--- config.mk ---
export PLATFORM = sky130hd
export DESIGN_NAME = traffic_ctrl_2way
export DESIGN_NICKNAME = d
export VERILOG_FILES = /design/src/rtl/traffic_ctrl_2way.sv
export SDC_FILE = /design/constraint.sdc
export NUM_CORES = 1
export LEC_CHECK = 0
export CAP_MARGIN = 20
export CORE_ASPECT_RATIO = 2
export CORE_MARGIN = 4
export CORE_UTILIZATION = 50
export DETAILED_ROUTE_END_ITERATION = 6
export GPL_TIMING_DRIVEN = 0
export PLACE_DENSITY = 0.81
export SLEW_MARGIN = 20
export SYNTH_ARGS = -nofsm -noshare
export SYNTH_HDL_FRONTEND = slang
export SYNTH_SLANG_ARGS = --single-unit
--- constraint.sdc ---
create_clock -name sys_clk -period 3.4 [get_ports sys_clk]
set_clock_uncertainty 0.2 [all_clocks]
set_input_delay 1.02 -clock sys_clk [delete_from_list [all_inputs] [get_ports sys_clk]]
set_output_delay 1.02 -clock sys_clk [all_outputs]
set_load 0.02 [all_outputs]
--- src/rtl/traffic_ctrl_2way.sv ---
// ---------------------------------------------------------------------------
// traffic_ctrl_2way
//
// Two-approach intersection controller. Two active-low RGB heads (A and B)
// run through green / yellow / all-red. A latched pedestrian request adds a
// walk phase after B's all-red clearance. All phase lengths are whole ticks
// of a shared free-running divider.
//
// Ports:
//   sys_clk     in   clock
//   sys_rst     in   synchronous reset, active-high
//   ped_req     in   pedestrian button (level or pulse), sampled every cycle
//   night_mode  in   only with TL_NIGHT_FLASH_EN: flashing-yellow night mode
//   led_a[2:0]  out  head A, active-low {yellow,red,green}
//   led_b[2:0]  out  head B, same encoding as led_a
//   walk        out  pedestrian walk lamp, active-high
//   ped_ack     out  one-cycle pulse on the first cycle of the walk phase
//   phase[2:0]  out  current state code (debug)
//
// Build option:
//   TL_NIGHT_FLASH_EN  adds night_mode input and the FLASH state (code 7).
// ---------------------------------------------------------------------------
module traffic_ctrl_2way #(
  parameter int TICK_CYCLES = 24_000_000,
  parameter int T_GREEN_A   = 5,
  parameter int T_GREEN_B   = 5,
  parameter int T_YELLOW    = 2,
  parameter int T_ALLRED    = 1,
  parameter int T_WALK      = 4,
  parameter int TW          = 8
) (
  input  logic       sys_clk,
  input  logic       sys_rst,
  input  logic       ped_req,
`ifdef TL_NIGHT_FLASH_EN
  input  logic       night_mode,
`endif
  output logic [2:0] led_a,
  output logic [2:0] led_b,
  output logic       walk,
  output logic       ped_ack,
  output logic [2:0] phase
);

  typedef enum logic [2:0] {
    A_GREEN  = 3'd0,
    A_YELLOW = 3'd1,
    ALLRED_A = 3'd2,
    B_GREEN  = 3'd3,
    B_YELLOW = 3'd4,
    ALLRED_B = 3'd5,
    WALK     = 3'd6,
    FLASH    = 3'd7
  } state_t;

  localparam int DW = $clog2(TICK_CYCLES);

  localparam logic [2:0] LED_GREEN  = 3'b110;
  localparam logic [2:0] LED_RED    = 3'b101;
  localparam logic [2:0] LED_YELLOW = 3'b011;

  logic [DW-1:0] div;
  logic          tick;
  logic [TW-1:0] timer;
  state_t        state;
  state_t        nxt;
  logic          go;
  logic          ped_pending;

  // Phase length in ticks for the state being timed.
  function automatic logic [TW-1:0] dur(input state_t s);
    case (s)
      A_GREEN:  dur = TW'(T_GREEN_A);
      B_GREEN:  dur = TW'(T_GREEN_B);
      A_YELLOW,
      B_YELLOW: dur = TW'(T_YELLOW);
      WALK:     dur = TW'(T_WALK);
      default:  dur = TW'(T_ALLRED);
    endcase
  endfunction

  // Lamp pattern on entry to a state: {led_a, led_b, walk}.
  function automatic logic [6:0] lamps(input state_t s);
    case (s)
      A_GREEN:  lamps = {LED_GREEN,  LED_RED,    1'b0};
      A_YELLOW: lamps = {LED_YELLOW, LED_RED,    1'b0};
      B_GREEN:  lamps = {LED_RED,    LED_GREEN,  1'b0};
      B_YELLOW: lamps = {LED_RED,    LED_YELLOW, 1'b0};
      WALK:     lamps = {LED_RED,    LED_RED,    1'b1};
      FLASH:    lamps = {LED_YELLOW, LED_YELLOW, 1'b0};
      default:  lamps = {LED_RED,    LED_RED,    1'b0};
    endcase
  endfunction

  assign tick  = (div == DW'(TICK_CYCLES - 1));
  assign phase = state;

  // Decide whether the FSM moves on this edge and where to. A phase ends on
  // the tick that completes its last tick period. Night mode, when built in,
  // overrides the normal sequence on any tick.
  always_comb begin
    go  = tick && (timer == dur(state) - TW'(1));
    nxt = state;
    case (state)
      A_GREEN:  nxt = A_YELLOW;
      A_YELLOW: nxt = ALLRED_A;
      ALLRED_A: nxt = B_GREEN;
      B_GREEN:  nxt = B_YELLOW;
      B_YELLOW: nxt = ALLRED_B;
      ALLRED_B: nxt = ped_pending ? WALK : A_GREEN;
      WALK:     nxt = A_GREEN;
      default:  nxt = ALLRED_B;
    endcase
`ifdef TL_NIGHT_FLASH_EN
    if (state == FLASH) begin
      go  = tick && !night_mode;
      nxt = ALLRED_B;
    end else if (tick && night_mode) begin
      go  = 1'b1;
      nxt = FLASH;
    end
`endif
  end

  // Divider, phase timer, request latch and state with registered lamps.
  // The divider only ever restarts on reset, so every phase starts on a
  // tick boundary and lasts exactly its tick count. A request arriving on
  // the edge that enters WALK is absorbed by that walk (clear wins).
  always_ff @(posedge sys_clk) begin
    if (sys_rst) begin
      div         <= '0;
      timer       <= '0;
      state       <= ALLRED_B;
      led_a       <= LED_RED;
      led_b       <= LED_RED;
      walk        <= 1'b0;
      ped_ack     <= 1'b0;
      ped_pending <= 1'b0;
    end else begin
      div     <= tick ? '0 : div + DW'(1);
      ped_ack <= 1'b0;

      if (go) begin
        timer                 <= '0;
        state                 <= nxt;
        {led_a, led_b, walk}  <= lamps(nxt);
        if (nxt == WALK) ped_ack <= 1'b1;
      end else if (tick) begin
        if (state == FLASH) begin
          // Alternate yellow and dark; the timer is not used while flashing.
          led_a <= led_a ^ 3'b100;
          led_b <= led_b ^ 3'b100;
        end else begin
          timer <= timer + TW'(1);
        end
      end

      if (go && nxt == WALK)
        ped_pending <= 1'b0;
      else if (ped_req && state != WALK)
        ped_pending <= 1'b1;
    end
  end

endmodule

==> summary.md <==
| Metric | Value |
|---|---|
| Synthesized netlist net count | `269` |
| Max FO, Critical Path | `10` |
| Type of the worst setup path | `reg -> reg` |
| Number of antenna cells inserted | `0` |
| Wirelength per Cell | `14.4 um` |
| Final setup vio count | `0` |
| Relative slew slack | `59.6%` |
| Routed Wire Length | `4.86 mm` |
| Number of top-level design ports | `14` |
| Largest delay contributor family on the critical path | `buffers and inverters` |
| Global Route Usage Sum | `17.6%` |
| Commonest non-fill, non-tap cell in the layout | `sky130_fd_sc_hd__nor2_1` |
| Sinks on Clock Net | `45` |
| Maximum clock frequency | `320 MHz` |
| Pleak | `0.000974 uW` |
| TritonCTS clock tree | `done` |
| Clk Latency, worst-skew pair | `0.31 ns` |
| Post-layout power | `983 uW` |
| Count of warnings emitted by yosys | `0` |
| Fraction of final layout cells with drive strength greater than 1 | `9.15%` |
| Clk root buf | `sky130_fd_sc_hd__clkbuf_8` |
| Number of global-route vias before repair | `1932` |
| Max cap viols | `0` |
| Setup slack at placement | `0.271 ns` |
| Largest vdd supply drop | `0.487 mV` |
| Critical Path End Type | `register` |
| Unrepaired setup endpoints after global routing | `false` |
| Data required, critical path | `3.37 ns` |
| Period minus WS final | `3.12 ns` |
| Die Footprint | `0.00587 sq mm` |
| Run status | `finished, final reports clean` |
| Global placement routability congestion | `0.854` |
| Most frequent cells in the layout | `sky130_fd_sc_hd__nor2_1, sky130_fd_sc_hd__dfxtp_1, sky130_fd_sc_hd__xor2_1, sky130_fd_sc_hd__nand4_1, sky130_fd_sc_hd__nand2_1` |
| Primary flip-flop cell chosen by synthesis mapping | `sky130_fd_sc_hd__dfxtp_1` |
| Post-synthesis sequential element count | `45` |
| Final design area excluding fillers | `0.00264 sq mm` |
| Count of fill cells added during filler insertion | `391` |
| Detailed-placement wirelength estimate | `3.63 mm` |
| Critical path, cell by cell | `clkbuf_1 -> clkbuf_2 -> nor2_1 -> o21bai_1 -> ha_1 -> xor2_1 -> mux2i_1 -> o311ai_4 -> nand3_4 -> mux2i_1 -> nand3_1` |
| Final hold violation count | `0` |
| Tightest Pin Transition | `0.604 ns` |
| EDFF count, synth | `0` |
| Initial DRC Count | `40` |
| Area Growth Syn to Fin | `13.7%` |
| Count of buffers inserted at the top-level ports | `13` |
| Post-synth design cell area | `0.00232 sq mm` |
| Critical Path Source Type | `register` |
| H-tree level count | `2` |
| Number of DRC violations after detailed routing | `0` |
| Crit path arrival time | `3.10 ns` |
| Via total after detailed routing | `1902` |
| First-pass DRT Iterations | `4` |
| Path type of the worst min-delay path | `reg -> reg` |
| Overall overflow remaining after global route | `0` |
| Distinct cells, synth | `52` |
| Number of placement rows | `34` |
| Setup TNS | `0 ns` |
| Maximum clock insertion buffer count | `2` |
| Die Ht | `104 um` |
| Crit-path most repeated cell | `sky130_fd_sc_hd__mux2i_1` |
| Syn_area_per_cell | `8.83 sq um` |
| Max-slew violation total from the final report | `0` |
| Initial antenna violation count | `0` |
| Horiz. Die Dim | `56.2 um` |
| Critical-path cell with the highest stage delay | `sky130_fd_sc_hd__o311ai_4` |
| Global-route wire length before repair | `8.40 mm` |
| Cells after Synth | `263` |
| Number of buffers and inverters on the critical path | `2` |
| Number of standard cells in the layout, taps in and fillers out | `338` |
| Number of antenna-violating nets in the routed design | `0` |
| Clock slew at the register clock pins of the worst setup and hold paths | `0.08 ns` |
| Final critical-path share of the clock period | `91.9%` |
| Number of CTS-inserted buffers | `5` |
| Initial Utilization | `52.5%` |
| Largest net degree at the start of global routing | `15` |
| CTS Hold Buffers Added | `0` |
| Pwr per Cell Area | `372 mW/mm^2` |
| Core Footprint | `0.00442 sq mm` |
| Mean number of vias per cell | `5.63` |
| Share of the yosys chip area belonging to registers | `38.8%` |
| Setup slack after layout | `0.275 ns` |
| Final layout net count | `289` |
| Asr flop ratio synth | `0%` |
| Largest stage delay, worst path | `0.38 ns` |
| Placed cell areas | `0.00252 sq mm` |
| Instance count after placement with tap cells included | `330` |
==> synth_stat cells (3+ instances only) <==
| cell | count | area [sq um] |
|---|---|---|
| sky130_fd_sc_hd__ha_1 | 3 | 37.5 |
| sky130_fd_sc_hd__a21oi_1 | 3 | 15.0 |
| sky130_fd_sc_hd__inv_1 | 5 | 18.8 |
| sky130_fd_sc_hd__mux2i_1 | 8 | 80.1 |
| sky130_fd_sc_hd__nand2_1 | 14 | 52.6 |
| sky130_fd_sc_hd__and2_1 | 3 | 18.8 |
| sky130_fd_sc_hd__nor2b_1 | 6 | 37.5 |
| sky130_fd_sc_hd__and4_1 | 6 | 52.6 |
| sky130_fd_sc_hd__clkbuf_1 | 8 | 30.0 |
| sky130_fd_sc_hd__o21ai_0 | 4 | 20.0 |
| sky130_fd_sc_hd__xnor2_1 | 9 | 78.8 |
| sky130_fd_sc_hd__xor2_1 | 21 | 184 |
| sky130_fd_sc_hd__nor2_1 | 49 | 184 |
| sky130_fd_sc_hd__dfxtp_1 | 45 | 901 |
| sky130_fd_sc_hd__or3_1 | 3 | 18.8 |
| sky130_fd_sc_hd__nor3_1 | 4 | 20.0 |
| sky130_fd_sc_hd__nand4_1 | 15 | 93.8 |
| sky130_fd_sc_hd__and3_1 | 5 | 31.3 |
| sky130_fd_sc_hd__nand3_1 | 13 | 65.1 |
==> worst min-delay path, delay by kind of cell, from the launching register on <==
kind / cells / cell delay (ns)
and+or+nand+nor: 1 / 0.05
DFF: 1 / 0.31
AOI/OAI and AO/OA: 1 / 0.05
==> metal layers <==
metal | vias to the layer above | routed length [um] | GRT usage, %
met4 | 0 | 122 | 7.81
met5 | - | 0 | 0
li1 | 953 | - | -
met3 | 12 | 102 | 3.23
met2 | 21 | 2780 | 34.1
met1 | 916 | 1850 | 17.3
==> path summary, 6_finish.rpt <==
path                                from       end  slack (ns)  cells after the start
worst max-delay path            phase[2]  phase[2]        0.28                     11
worst min-delay path                walk      walk        0.25                      2
worst max register to register  phase[2]  phase[2]        0.28                     11
worst min register to register      walk      walk        0.25                      2
==> area by class of cell <==
class	instances	area, sq um	share of cell area, %
multi-input cells	199	1350	50.9
flip-flops and latches	45	901	34.1
repair buffers	13	130	4.92
clock buffers	6	82.6	3.13
well taps	54	67.6	2.56
plain buffers	12	52.6	1.99
clock inverters	2	37.5	1.42
inverters	7	26.3	0.994
==> through the flow <==
step | hold slack [ns] | util, %
2_1_floorplan | 0.226 | -
3_3_place_gp | 0.234 | 57.0
3_5_place_dp | 0.244 | 57.0
4_1_cts | 0.255 | 59.7
5_1_grt | 0.289 | 59.7
6_report | 0.250 | 59.7
==> logic make-up after synthesis <==
logic type	after synthesis	synth area share (%)
flip-flops	45	38.8
AND/OR/NAND/NOR	133	31.0
multiplexers	9	4.04
buffers and inverters	19	3.34
adder cells (fa/ha/maj)	3	1.62
XOR/XNOR	31	12.3
AO/OA/AOI/OAI	23	8.99
==> flip-flops by register name, summed over array words and instances (netlist names) <==
register and count:
div 25, timer 8, led_a 3, led_b 3, phase 3, ped_ack 1
ped_pending 1, walk 1
==> power by group <==
| part | total (uW) | leakage, uW | internal (uW) | switching, uW |
|---|---|---|---|---|
| clock network | 426 | 0.0000574 | 239 | 187 |
| logic | 23.2 | 0.000553 | 8.39 | 14.9 |
| registers | 534 | 0.000364 | 530 | 3.74 |
==> what timing repair did <==
item | 4_1_cts | 5_1_grt
gates resized for setup | 0 | 2
setup buffers | 0 | 0
endpoints found under the setup margin | 0 | 1
(Power assumes the default switching activity.)
